### config.mk
export PLATFORM = sky130hd
export DESIGN_NAME = pdes_sched
export DESIGN_NICKNAME = d
export VERILOG_FILES = /design/src/rtl/pdes_pkg.sv /design/src/rtl/pdes_rr_arb.sv /design/src/rtl/pdes_sched.sv
export SDC_FILE = /design/constraint.sdc
export NUM_CORES = 1
export LEC_CHECK = 0
export CAP_MARGIN = 20
export CORE_AREA = 2 2 216 165
export CTS_CLUSTER_SIZE = 40
export DETAILED_ROUTE_END_ITERATION = 16
export DIE_AREA = 0 0 218 167
export PLACE_DENSITY_LB_ADDON = 0.15
export REMOVE_ABC_BUFFERS = 1
export SLEW_MARGIN = 10
export SYNTH_ARGS = -nofsm -noshare
export SYNTH_HDL_FRONTEND = slang
export SYNTH_SLANG_ARGS = --single-unit
### constraint.sdc
create_clock -name clk -period 25.2 [get_ports clk]
set_input_delay 7.56 -clock clk [delete_from_list [all_inputs] [get_ports clk]]
set_output_delay 7.56 -clock clk [all_outputs]
set_load 0.01 [all_outputs]
### src/rtl/pdes_pkg.sv
// pdes_pkg: run-state encoding, message field offsets and a sizing helper
// shared by the PHOLD scheduler and its round-robin arbiters.
package pdes_pkg;

  localparam logic [2:0] IDLE     = 3'd0;
  localparam logic [2:0] INIT     = 3'd1;
  localparam logic [2:0] RUNNING  = 3'd2;
  localparam logic [2:0] DRAIN    = 3'd3;
  localparam logic [2:0] FINISHED = 3'd4;

  // A message is {lp, time}: time sits in the low bits, lp directly above it.
  localparam int MSG_TIME_LSB = 0;

  function automatic int msgLpLsb(input int timeWid);
    return timeWid;
  endfunction

  function automatic int clog2(input int n);
    int r;
    r = 0;
    for (int i = 0; i < 31; i++) begin
      if ((1 << i) < n) r = i + 1;
    end
    return r;
  endfunction

endpackage

### src/rtl/pdes_rr_arb.sv
// pdes_rr_arb: N-way round-robin arbiter; search starts at the pointer and
// the pointer moves past the winner only when the grant is used (adv).
module pdes_rr_arb
  import pdes_pkg::*;
#(
  parameter  int N  = 8,
  localparam int IW = (clog2(N) > 0) ? clog2(N) : 1
) (
  input  logic          clk,
  input  logic          rst,
  input  logic [N-1:0]  req,
  input  logic          adv,
  output logic [N-1:0]  gnt,
  output logic          any,
  output logic [IW-1:0] idx
);

  logic [IW-1:0] r_ptr;
  int            w_cand;

  always_comb begin
    gnt    = '0;
    any    = 1'b0;
    idx    = '0;
    w_cand = 0;
    for (int i = 0; i < N; i++) begin
      w_cand = int'(r_ptr) + i;
      if (w_cand >= N) w_cand = w_cand - N;
      if (!any && req[w_cand]) begin
        any         = 1'b1;
        idx         = IW'(w_cand);
        gnt[w_cand] = 1'b1;
      end
    end
  end

  always_ff @(posedge clk or posedge rst) begin
    if (rst) begin
      r_ptr <= '0;
    end else if (adv && any) begin
      r_ptr <= (idx == IW'(N - 1)) ? '0 : idx + 1'b1;
    end
  end

endmodule

### src/rtl/pdes_sched.sv
// pdes_sched: PHOLD run controller - seeding, round-robin collect/dispatch,
// busy/GVT tracking, drain and causality check. Define PDES_SCHED_STATS_EN for stat counters.
module pdes_sched
  import pdes_pkg::*;
#(
  parameter int NUM_CORE     = 8,
  parameter int TIME_WID     = 16,
  parameter int LP_WID       = 3,
  parameter int NUM_INIT     = 4,
  parameter int SIM_END_TIME = 8000,
  parameter int MSG_WID      = LP_WID + TIME_WID
) (
  input  logic                         clk,
  input  logic                         rst,
  input  logic                         start,
  output logic                         done,
  output logic [TIME_WID-1:0]          gvt,
  output logic                         causality_err,
  output logic                         q_enq,
  output logic [MSG_WID-1:0]           q_enq_data,
  output logic                         q_deq,
  input  logic [MSG_WID-1:0]           q_head,
  input  logic                         q_empty,
  input  logic                         q_full,
  input  logic [NUM_CORE-1:0]          core_ready,
  output logic [NUM_CORE-1:0]          disp_vld,
  output logic [MSG_WID-1:0]           disp_data,
  input  logic [NUM_CORE-1:0]          new_vld,
  input  logic [NUM_CORE*MSG_WID-1:0]  new_data,
  input  logic [NUM_CORE-1:0]          new_last,
  output logic [NUM_CORE-1:0]          new_ack,
  output logic [31:0]                  stat_disp,
  output logic [31:0]                  stat_new,
  output logic [31:0]                  stat_stall
);

  localparam int IW     = (clog2(NUM_CORE) > 0) ? clog2(NUM_CORE) : 1;
  localparam int LP_LSB = msgLpLsb(TIME_WID);
  localparam logic [TIME_WID-1:0] END_TIME = TIME_WID'(SIM_END_TIME);

  logic [2:0]          r_state;
  logic [31:0]         r_initCnt;
  logic [NUM_CORE-1:0] r_busy;
  logic [TIME_WID-1:0] r_coreTime [NUM_CORE];
  logic [TIME_WID-1:0] r_gvt;
  logic                r_causErr;

  logic                w_running, w_collPhase, w_startRun, w_gvtEnd;
  logic                w_collAny, w_dispAny, w_accept, w_disp;
  logic [NUM_CORE-1:0] w_collGnt, w_dispGnt, w_dispReq;
  logic [IW-1:0]       w_collIdx, w_dispIdx;
  logic [MSG_WID-1:0]  w_newMsg [NUM_CORE];
  logic [MSG_WID-1:0]  w_collMsg, w_seedMsg;
  logic [TIME_WID-1:0] w_collTime, w_headTime, w_cand;

  assign w_running   = (r_state == RUNNING);
  assign w_collPhase = w_running || (r_state == DRAIN);
  assign w_startRun  = (r_state == IDLE) && start;
  assign w_gvtEnd    = (r_gvt > END_TIME);
  assign w_dispReq   = core_ready & ~r_busy;

  pdes_rr_arb #(.N(NUM_CORE)) u_collArb (
    .clk (clk), .rst (rst), .req (new_vld), .adv (w_accept),
    .gnt (w_collGnt), .any (w_collAny), .idx (w_collIdx)
  );

  pdes_rr_arb #(.N(NUM_CORE)) u_dispArb (
    .clk (clk), .rst (rst), .req (w_dispReq), .adv (w_disp),
    .gnt (w_dispGnt), .any (w_dispAny), .idx (w_dispIdx)
  );

  always_comb begin
    for (int k = 0; k < NUM_CORE; k++) w_newMsg[k] = new_data[k*MSG_WID +: MSG_WID];
  end

  always_comb begin
    w_seedMsg = '0;
    w_seedMsg[LP_LSB +: LP_WID] = r_initCnt[LP_WID-1:0];
  end

  assign w_collMsg  = w_newMsg[w_collIdx];
  assign w_collTime = w_collMsg[MSG_TIME_LSB +: TIME_WID];
  assign w_headTime = q_head[MSG_TIME_LSB +: TIME_WID];

  // Collection wins the queue port; dispatch also stops the moment gvt passes the end time.
  assign w_accept = w_collPhase && w_collAny && !q_full;
  assign w_disp   = w_running && !w_gvtEnd && w_dispAny && !q_empty && !w_accept;

  assign q_enq         = (r_state == INIT) || w_accept;
  assign q_enq_data    = (r_state == INIT) ? w_seedMsg : (w_accept ? w_collMsg : '0);
  assign new_ack       = w_accept ? w_collGnt : '0;
  assign q_deq         = w_disp;
  assign disp_vld      = w_disp ? w_dispGnt : '0;
  assign disp_data     = w_disp ? q_head : '0;
  assign done          = (r_state == FINISHED);
  assign gvt           = r_gvt;
  assign causality_err = r_causErr;

  always_comb begin
    w_cand = '1;
    if (!q_empty) w_cand = w_headTime;
    for (int k = 0; k < NUM_CORE; k++) begin
      if (r_busy[k] && (r_coreTime[k] < w_cand)) w_cand = r_coreTime[k];
    end
  end

  always_ff @(posedge clk or posedge rst) begin
    if (rst) begin
      r_state   <= IDLE;
      r_initCnt <= '0;
    end else begin
      case (r_state)
        IDLE:     if (start) begin
                    r_state   <= INIT;
                    r_initCnt <= '0;
                  end
        INIT:     if (r_initCnt == 32'(NUM_INIT - 1)) r_state <= RUNNING;
                  else r_initCnt <= r_initCnt + 32'd1;
        RUNNING:  if (w_gvtEnd) r_state <= DRAIN;
        DRAIN:    if ((r_busy == '0) && (new_vld == '0)) r_state <= FINISHED;
        FINISHED: r_state <= IDLE;
        default:  r_state <= IDLE;
      endcase
    end
  end

  always_ff @(posedge clk or posedge rst) begin
    if (rst) begin
      r_busy <= '0;
      for (int k = 0; k < NUM_CORE; k++) r_coreTime[k] <= '0;
    end else if (w_startRun) begin
      r_busy <= '0;
    end else begin
      if (w_accept && new_last[w_collIdx]) r_busy[w_collIdx] <= 1'b0;
      if (w_disp) begin
        r_busy[w_dispIdx]     <= 1'b1;
        r_coreTime[w_dispIdx] <= w_headTime;
      end
    end
  end

  // gvt only ratchets upward while a run is live; a fresh start zeroes it.
  always_ff @(posedge clk or posedge rst) begin
    if (rst) begin
      r_gvt     <= '0;
      r_causErr <= 1'b0;
    end else if (w_startRun) begin
      r_gvt     <= '0;
      r_causErr <= 1'b0;
    end else begin
      if (w_collPhase && (w_cand > r_gvt)) r_gvt <= w_cand;
      if (w_accept && (w_collTime < r_gvt)) r_causErr <= 1'b1;
    end
  end

`ifdef PDES_SCHED_STATS_EN
  logic [31:0] r_statDisp, r_statNew, r_statStall;
  logic        w_stall;

  assign w_stall = w_running && (((|new_vld) && q_full) || (q_empty && (|w_dispReq)));

  always_ff @(posedge clk or posedge rst) begin
    if (rst) begin
      r_statDisp  <= '0;
      r_statNew   <= '0;
      r_statStall <= '0;
    end else if (w_startRun) begin
      r_statDisp  <= '0;
      r_statNew   <= '0;
      r_statStall <= '0;
    end else begin
      if (w_disp && (r_statDisp != '1))    r_statDisp  <= r_statDisp + 32'd1;
      if (w_accept && (r_statNew != '1))   r_statNew   <= r_statNew + 32'd1;
      if (w_stall && (r_statStall != '1))  r_statStall <= r_statStall + 32'd1;
    end
  end

  assign stat_disp  = r_statDisp;
  assign stat_new   = r_statNew;
  assign stat_stall = r_statStall;
`else
  assign stat_disp  = '0;
  assign stat_new   = '0;
  assign stat_stall = '0;
`endif

endmodule
==> flow_summary.toml, run 1 <==
[synthesis]
seq_area_frac_synth_pct = 27.0
synth_area_sq_um = 18000
yosys.cell_count.top_type = "dfrtp_1"
synth_common_cells = "dfrtp_1 (194), nand2_1 (192), ha_1 (161), nor2_1 (161), inv_1 (140)"
synthTopCellsByArea = "dfrtp_1 (27%), ha_1 (11%), mux2_2 (7.8%)"
yosysTopAreaCell = "dfrtp_1"
synth_top_area_share_pct = 27.0
syn_inst = 2159
async_reset_ff_share_pct = 100
ys_warn_count = 0
ys_dominant_reg_cell = "dfrtp_1"
syn_avg_cell_area_sq_um = 8.34
synth_edf_count = 0
synth_cell_types = 86
ys_ff_latch = 194

[sta]
tightest_slew_ns = 1.07
slew_viol_final = 0
min_period_ns = 25.88
slew_headroom_pct = 28.6
fin_tns_setup_ns = -10.50
max_freq_mhz = 38.6
rsz0062_at_grt = "yes"
finalHoldViolations = 0
whs_ns = 0.540
finalWorstSetupSlack_ns = -0.683
setup_viol = 16
fin_worst_skew_ns = 0.0198
post-route-period-util_pct = 103

[status]
violations = "setup timing"
status = "finished, violations left"

[clocking]
clk_path_buf_depth = 2
holdBufCountCts = 0
cts_max_level = 4
worstSkewPairLatency_ns = 0.46
cts_root_buf = "clkbuf_16"
cts_tree = "done"
numCtsBuffers = 17
clkTransAtPathRegs_ns = 0.08
clkSinkCount = 194

[worst_setup_path]
cp_common_cell = "o21ai_1"
worstPathMaxFanout = 7
end_kind = "flop"
cp.required_ns = 25.56
slowest_stage = "a2111oi_4"
crit_arrival_ns = 26.24
cp-start-kind = "input pin"
crit_type = "input pin to flop"
crit_path_max_incr_delay_ns = 0.45

[power]
p_int_mw = 2.10
comb_power_share_pct = 80.2
p_clk_share_pct = 6.8
power_switching_mw = 2.09
swShare_pct = 49.8
p_seq_share_pct = 13.0
vdd_ir_drop_max_v = 0.0000937
p_leak_nw = 11.7
power_density_nw_per_um2 = 169

[die]
core_area_sq_um = 34300
dieWidth_um = 218
initial_utilization_pct = 52.6
row_count = 59
die_area_sq_um = 36400
die_y_um = 167
io_pins = 370

[route]
post-route-drc-count = 0
first_pass_iters = 5
wirelength_um = 66300
vias_per_cell = 6.11
vias = 18957
wl_per_cell_um = 21.4
drt_iter0_drc = 2136
antenna_left = 0

[global_route]
overflow = 0
grt_max_degree = 135
grt.total_usage_pct = 33.3
grt_pass1_vias = 17530
grt_pass1_wl_um = 96000
antenna_found_initial = 1

[layout]
fin_util_pct = 72.3
fin_area_sq_um = 24800
layout.nets = 2995
syn_to_final_growth_pct = 37.6
layout-drive-gt1-share_pct = 24.6

[placement]
hpwl_um = 46200
port_buffers = 273
placedInstanceArea_sq_um = 22300
globalplace.congestion = 0.942

[min_path]
hp-class = "flop to flop"

[run]
cap_violations = 0
metrics by stage:
stage / worst slack (ns) / cells / power, mW
3_3_place_gp: -2.12 / 3000 / 3.20
4_1_cts: 0.00457 / 3076 / 3.78
5_1_grt: -1.23 / 3103 / 4.44
6_report: -0.683 / 3104 / 4.19
3_5_place_dp: -2.85 / 3000 / 3.29
2_1_floorplan: -3.97 / 2044 / 2.16
cells by family (layout without fill, tap and decap cells):
group | after synthesis | in the layout | synth area share [%]
buffers and inverters | 354 | 742 | 9.67
flip-flops | 194 | 194 | 27.0
AO/OA/AOI/OAI | 518 | 522 | 19.1
AND/OR/NAND/NOR | 694 | 694 | 18.7
multiplexers | 202 | 202 | 12.7
other | 1 | 97 | 0.0208
XOR/XNOR | 31 | 31 | 1.51
adder cells (fa/ha/maj) | 165 | 165 | 11.4
cell type report:
type,instances,area [sq um]
clock inverters,14,174
multi-input cells,1710,13000
flip-flops and latches,194,4850
clock buffers,17,425
fillers,2509,9480
repair buffers,567,5220
diodes,1,2.50
inverters,144,551
well taps,457,572
sequential cells by signal (all words and copies together) (netlist names):
register and cells:
r_initCnt 32, r_coreTime 128, r_state 3, u_collArb.r_ptr 3
r_busy 8, gvt 16, causality_err 1, u_dispArb.r_ptr 3
power by group through the flow:
stage               clock, mW  sequential [mW]  combinational [mW]
floorplan                   0            0.487                1.68
global placement            0            0.522                2.68
detailed placement          0            0.524                2.76
CTS                     0.286            0.523                2.98
global route            0.298            0.553                3.59
finish                  0.285            0.547                3.36
routing by layer:
metal  part of all wire [%]  wire, um  track usage (%)  vias up
li1                       -         -                -     8524
met1                     43     28700             47.3     9296
met2                     45     29700             51.2      985
met3                    9.2      6120             7.29      152
met4                    2.7      1810             8.34        0
met5                      0         0                0        -
what timing repair did:
action                                  4_1_cts  5_1_grt
cloned                                       11        2
buffers inserted                             34       25
pin swaps                                    61       75
endpoints found under the setup margin       16       16
resized for setup                           114      172
worst max-delay path, delay by kind of cell:
kind,cells,cell delay (ns)
AO/OA/AOI/OAI,44,8.12
AND/OR/NAND/NOR,32,4.83
buffers and inverters,20,2.43
adder cells (fa/ha/maj),9,2.39
multiplexers,4,0.79
worst paths after layout:
path / startpoint / to / slack [ns] / cells after the start
worst min-delay path: r_coreTime[34]$_DFFE_PP0P_ / r_coreTime[34]$_DFFE_PP0P_ / 0.54 / 1
worst min register to register: r_coreTime[34]$_DFFE_PP0P_ / r_coreTime[34]$_DFFE_PP0P_ / 0.54 / 1
max in group asynchronous: rst / r_coreTime[115]$_DFFE_PP0P_ / 16.08 / 3
worst max register to register: r_coreTime[121]$_DFFE_PP0P_ / gvt[15]$_DFFE_PP0P_ / 6.22 / 107
worst max-delay path: q_empty / gvt[15]$_DFFE_PP0P_ / -0.68 / 109
min in group asynchronous: rst / r_initCnt[21]$_DFFE_PP0P_ / 7.68 / 2
placed cells by master, fill, tap and decap left out, types with 15 or more instances in the layout:
| cell | n |
|---|---|
| a21oi_2 | 24 |
| o21ai_0 | 92 |
| mux2_2 | 124 |
| mux2i_1 | 59 |
| a21o_1 | 28 |
| and2_1 | 28 |
| nand3_1 | 68 |
| nor2_1 | 150 |
| buf_6 | 22 |
| dfrtp_1 | 194 |
| clkbuf_16 | 18 |
| nor2b_1 | 44 |
| a211oi_1 | 15 |
| nor3_1 | 32 |
| a21oi_1 | 109 |
| buf_4 | 258 |
| nand2_1 | 183 |
| o22ai_1 | 28 |
| o211ai_1 | 18 |
| nand2b_1 | 30 |
| inv_1 | 133 |
| nand4_1 | 59 |
| clkdlybuf4s50_1 | 260 |
| xor2_1 | 20 |
| conb_1 | 96 |
| ha_1 | 123 |
| ha_4 | 35 |
| o21ai_1 | 39 |
Power figures use the tool's default switching activity.
==> run 2, diff against run 1 <==
--- a/config.mk
+++ b/config.mk
@@ -5,7 +5,6 @@
 export SDC_FILE = /design/constraint.sdc
 export NUM_CORES = 1
 export LEC_CHECK = 0
-export CAP_MARGIN = 20
 export CORE_AREA = 2 2 216 165
 export CTS_CLUSTER_SIZE = 40
 export DETAILED_ROUTE_END_ITERATION = 16
==> run 2 against run 1 <==
Against the previous run: the run still ends with setup timing left; critical path depth stayed put; fmax increased by 0.18%; count of clock-buffer cells in the layout unchanged.
==> flow_summary.toml, run 2 (synthesis results as in run 1) <==
[status]
status = "finished, violations left"
violations = "setup timing"

[worst_setup_path]
crit_type = "input pin to flop"
cp.required_ns = 25.56
cp-start-kind = "input pin"
worstPathMaxFanout = 7
reg2reg_depth = 107
worst-path-stages = 109
slowest_stage = "a2111oi_4"
cp_common_cell = "o21ai_1"
crit_arrival_ns = 26.19
end_kind = "flop"
crit_path_max_incr_delay_ns = 0.46
critPathTopFamily = "compound AO/OA/AOI/OAI gates"
worst-path-buf-inv = 20

[run]
cap_violations = 0

[power]
power_density_nw_per_um2 = 169
total_power_mw = 4.18
vdd_ir_drop_max_v = 0.0000877
p_leak_nw = 11.7

[global_route]
antenna_found_initial = 1
grt.total_usage_pct = 33.3
overflow = 0
grt_max_degree = 135
grt_pass1_vias = 17530
grt_pass1_wl_um = 96000

[layout]
final_cell_mix = "clkdlybuf4s50_1 (260), buf_4 (257), dfrtp_1 (194), nand2_1 (183), nor2_1 (150)"
largest_reg_flops = 128
layout.nets = 2990
final_common_cell = "clkdlybuf4s50_1"
layout.cells.non_filler = 3099
largest_register = "r_coreTime"
layout-drive-gt1-share_pct = 24.4
syn_to_final_growth_pct = 37.2

[sta]
tightest_slew_ns = 1.21
setup_viol = 16
slew_headroom_pct = 19.1
max_freq_mhz = 38.7
fin_worst_skew_ns = 0.0210
min_period_ns = 25.84
post-route-period-util_pct = 103
rsz0062_at_grt = "yes"
slew_viol_final = 0
finalWorstSetupSlack_ns = -0.636
finalHoldViolations = 0

[route]
antenna_left = 0
first_pass_iters = 6
wirelength_um = 66100
drt_iter0_drc = 2121
vias = 18873
wl_per_cell_um = 21.3
vias_per_cell = 6.09
post-route-drc-count = 0

[die]
row_count = 59
die_y_um = 167
initial_utilization_pct = 52.6
core_area_sq_um = 34300
die_area_sq_um = 36400
dieWidth_um = 218
io_pins = 370

[clocking]
clkTransAtPathRegs_ns = 0.08
holdBufCountCts = 0
worstSkewPairLatency_ns = 0.46
cts_max_level = 4
numCtsBuffers = 17
clk_path_buf_depth = 2
cts_tree = "done"
clkSinkCount = 194
cts_root_buf = "clkbuf_16"

[placement]
port_buffers = 273
hpwl_um = 46200
place_ws_ns = -2.85
place_inst = 3000
globalplace.congestion = 0.942

[min_path]
hp-class = "flop to flop"
holdPathStages = 1
## run 2: cell count changes in the layout (fill, tap and decap cells not counted), sizes merged
cell | before | now
buf | 294 | 289
## run 2: worst paths after layout
check | from | end | slack (ns)
setup / recovery | q_empty | gvt[15]$_DFFE_PP0P_ | -0.64
hold / removal | r_coreTime[34]$_DFFE_PP0P_ | r_coreTime[34]$_DFFE_PP0P_ | 0.53
setup reg to reg | r_coreTime[121]$_DFFE_PP0P_ | gvt[15]$_DFFE_PP0P_ | 6.27
hold reg to reg | r_coreTime[34]$_DFFE_PP0P_ | r_coreTime[34]$_DFFE_PP0P_ | 0.53
max in group asynchronous | rst | r_coreTime[114]$_DFFE_PP0P_ | 16.07
min in group asynchronous | rst | r_initCnt[21]$_DFFE_PP0P_ | 7.70
## run 2: routing by layer
| metal | vias to the layer above | share of wire [%] | track usage [%] |
|---|---|---|---|
| li1 | 8524 | - | - |
| met1 | 9257 | 43 | 47.3 |
| met2 | 948 | 45 | 51.2 |
| met3 | 144 | 8.9 | 7.29 |
| met4 | 0 | 2.6 | 8.34 |
| met5 | - | 0 | 0 |
## run 2: worst reg2reg max path, delay by kind of cell, from the launching register on
family                   cells  cell delay, ns
AO/OA/AOI/OAI               44            8.10
adder cells (fa/ha/maj)      9            2.37
buffers and inverters       19            2.30
flip-flops                   1            0.45
multiplexers                 4            0.80
AND/OR/NAND/NOR             31            4.79
## run 2: area by class of cell
class,instances,area [sq um]
Clock buffer,17,425
Multi-Input combinational cell,1710,13000
Sequential cell,194,4850
Tap cell,457,572
Fill cell,2514,9540
Timing Repair Buffer,562,5160
Clock inverter,14,174
Inverter,144,551
Antenna cell,1,2.50
## run 2: stage by stage
step | TNS, ns | area (sq um) | hold slack (ns) | util [%]
4_1_cts | 0 | 23800 | 0.531 | 69.4
3_3_place_gp | -33.80 | 22300 | 0.491 | 65.0
3_5_place_dp | -45.21 | 22300 | 0.503 | 65.0
5_1_grt | -19.41 | 24700 | 0.554 | 72.1
2_1_floorplan | -63.03 | 17200 | 0.478 | -
6_report | -9.71 | 24700 | 0.534 | 72.2
## run 2: what timing repair did
| item | 4_1_cts | 5_1_grt |
|---|---|---|
| gates resized for setup | 114 | 172 |
| pin swaps | 61 | 75 |
| setup endpoints to repair | 16 | 16 |
| gates cloned | 11 | 2 |
| setup buffers | 34 | 25 |
## run 2: power by group
group	total (mW)	switching (mW)	internal, mW
sequential	0.546	0.145	0.401
clock	0.283	0.142	0.142
combinational	3.35	1.80	1.55
total	4.18	2.08	2.10
==> run 3, diff against run 2 <==
--- a/config.mk
+++ b/config.mk
@@ -5,12 +5,14 @@
 export SDC_FILE = /design/constraint.sdc
 export NUM_CORES = 1
 export LEC_CHECK = 0
-export CORE_AREA = 2 2 216 165
+export CORE_AREA = 2 2 214 164
+export CTS_BUF_LIST = sky130_fd_sc_hd__clkbuf_8
 export CTS_CLUSTER_SIZE = 40
 export DETAILED_ROUTE_END_ITERATION = 16
-export DIE_AREA = 0 0 218 167
+export DIE_AREA = 0 0 216 166
 export PLACE_DENSITY_LB_ADDON = 0.15
 export REMOVE_ABC_BUFFERS = 1
+export SETUP_SLACK_MARGIN = 0.2
 export SLEW_MARGIN = 10
 export SYNTH_ARGS = -nofsm -noshare
 export SYNTH_HDL_FRONTEND = slang
==> run 3 against run 2 <==
Against the previous run: the flow still finishes with violations (setup timing); final area increased by 0.18%; first-iteration DRC count decreased by 3.0%; wire length increased by 1.2%; largest cell class unchanged.
==> flow_summary.toml, run 3 (synthesis results as in run 1) <==
[layout]
layout.nets = 3011
largest_register = "r_coreTime"
n_antenna_cell = 0
syn_to_final_growth_pct = 37.5
final_common_cell = "buf_4"
largest_reg_flops = 128
final_cell_mix = "buf_4 (275), clkdlybuf4s50_1 (259), dfrtp_1 (194), nand2_1 (185), nor2_1 (149)"
layout-drive-gt1-share_pct = 24.9

[die]
core_area_sq_um = 34000
dieWidth_um = 216
die_area_sq_um = 35900
io_pins = 370
row_count = 59
initial_utilization_pct = 53.0
die_y_um = 166

[route]
wirelength_um = 66900
wl_per_cell_um = 21.5
vias_per_cell = 6.05
drt_iter0_drc = 2057
first_pass_iters = 6
vias = 18866
antenna_left = 0
post-route-drc-count = 0

[clocking]
cts_root_buf = "clkbuf_8"
numCtsBuffers = 17
worstSkewPairLatency_ns = 0.51
clkSinkCount = 194
cts_tree = "done"
holdBufCountCts = 0
clkTransAtPathRegs_ns = 0.11
clk_path_buf_depth = 2
cts_max_level = 4

[sta]
fin_worst_skew_ns = 0.0235
min_period_ns = 25.91
finalHoldViolations = 0
rsz0062_at_grt = "yes"
finalWorstSetupSlack_ns = -0.708
post-route-period-util_pct = 103
slew_headroom_pct = 18.8
max_freq_mhz = 38.6
setup_viol = 16
fin_tns_setup_ns = -10.85
tightest_slew_ns = 1.21
slew_viol_final = 0

[global_route]
grt.total_usage_pct = 33.0
grt_pass1_wl_um = 94900
antenna_found_initial = 0
grt_pass1_vias = 17077
grt_max_degree = 120
overflow = 0

[worst_setup_path]
r2r_end = "gvt[10]$_DFFE_PP0P_"
r2r_slack_ns = 6.26
crit_arrival_ns = 26.32
cp-start-kind = "input pin"
cp_common_cell = "o21ai_1"
crit_type = "input pin to flop"
worstPathMaxFanout = 8
reg2reg_depth = 118
cp.required_ns = 25.61
end_kind = "flop"
worstReg2RegStart = "r_coreTime[121]$_DFFE_PP0P_"
crit_path_max_incr_delay_ns = 0.40
slowest_stage = "a2111oi_4"

[power]
p_leak_nw = 11.8
vdd_ir_drop_max_v = 0.0000978
power_density_nw_per_um2 = 169
total_power_mw = 4.19

[min_path]
hold_start = "r_coreTime[34]$_DFFE_PP0P_"
holdPathStages = 1
hold-path-endpoint = "r_coreTime[34]$_DFFE_PP0P_"
hp-class = "flop to flop"

[placement]
globalplace.congestion = 0.939
place_ws_ns = -2.31
hpwl_um = 46200
port_buffers = 273

[status]
status = "finished, violations left"
violations = "setup timing"

[run]
cap_violations = 0
run 3: cell types whose count changed in the layout (fill, tap and decap cells not counted), moves of 4 or more:
cell,change
clkbuf_8,+18
clkbuf_16,-12
buf_6,-5
a21oi_1,-4
buf_4,+18
run 3: report_power, final:
part / leakage (nW) / internal (mW) / total (mW) / switching, mW
clock network: 0.190 / 0.0824 / 0.207 / 0.125
logic: 9.06 / 1.62 / 3.44 / 1.82
registers: 2.55 / 0.400 / 0.542 / 0.141
run 3: critical path, delay by kind of cell:
family | cells | cell delay [ns]
multiplexers | 3 | 0.59
AND/OR/NAND/NOR | 36 | 4.45
buffers and inverters | 25 | 3.39
AO/OA/AOI/OAI | 48 | 7.95
adder cells (fa/ha/maj) | 9 | 2.30
run 3: worst max-delay path by stage:
stage / from / end / slack (ns)
4_1_cts: q_head[5] / gvt[9]$_DFFE_PP0P_ / 0.21
6_report: q_empty / gvt[10]$_DFFE_PP0P_ / -0.71
2_1_floorplan: q_head[9] / gvt[1]$_DFFE_PP0P_ / -3.97
3_5_place_dp: q_empty / gvt[9]$_DFFE_PP0P_ / -2.31
5_1_grt: q_empty / gvt[4]$_DFFE_PP0P_ / -1.38
3_3_place_gp: q_empty / gvt[8]$_DFFE_PP0P_ / -1.45
run 3: stage by stage:
stage                     hold slack [ns]  cell area, sq um  utilization [%]  cells
after global placement              0.490             22300             65.6   2997
after CTS                           0.525             23400             68.9   3076
after floorplan                     0.478             17200                -   2044
after global routing                0.546             24800             72.9   3119
final                               0.524             24800             72.9   3119
after detailed placement            0.495             22300             65.6   2997
run 3: final cells by class:
| type | instances | area (sq um) |
|---|---|---|
| Sequential cell | 194 | 4850 |
| Clock inverter | 13 | 129 |
| Clock buffer | 18 | 248 |
| Inverter | 144 | 548 |
| Multi-Input combinational cell | 1710 | 13000 |
| Fill cell | 2426 | 9200 |
| Tap cell | 457 | 572 |
| Timing Repair Buffer | 583 | 5440 |
run 3: timing repair:
action	4_1_cts	5_1_grt
cloned	7	7
endpoints found under the setup margin	16	16
pin swaps	46	101
setup buffers	41	36
resized for setup	97	189
endpoints found under the hold margin	0	0
run 3: layer usage:
metal	vias up	GRT usage (%)	wire (um)
met5	-	0	0
met4	0	6.37	1620
met3	161	5.18	5930
met2	972	51.6	30200
met1	9173	48.4	29100
li1	8560	-	-
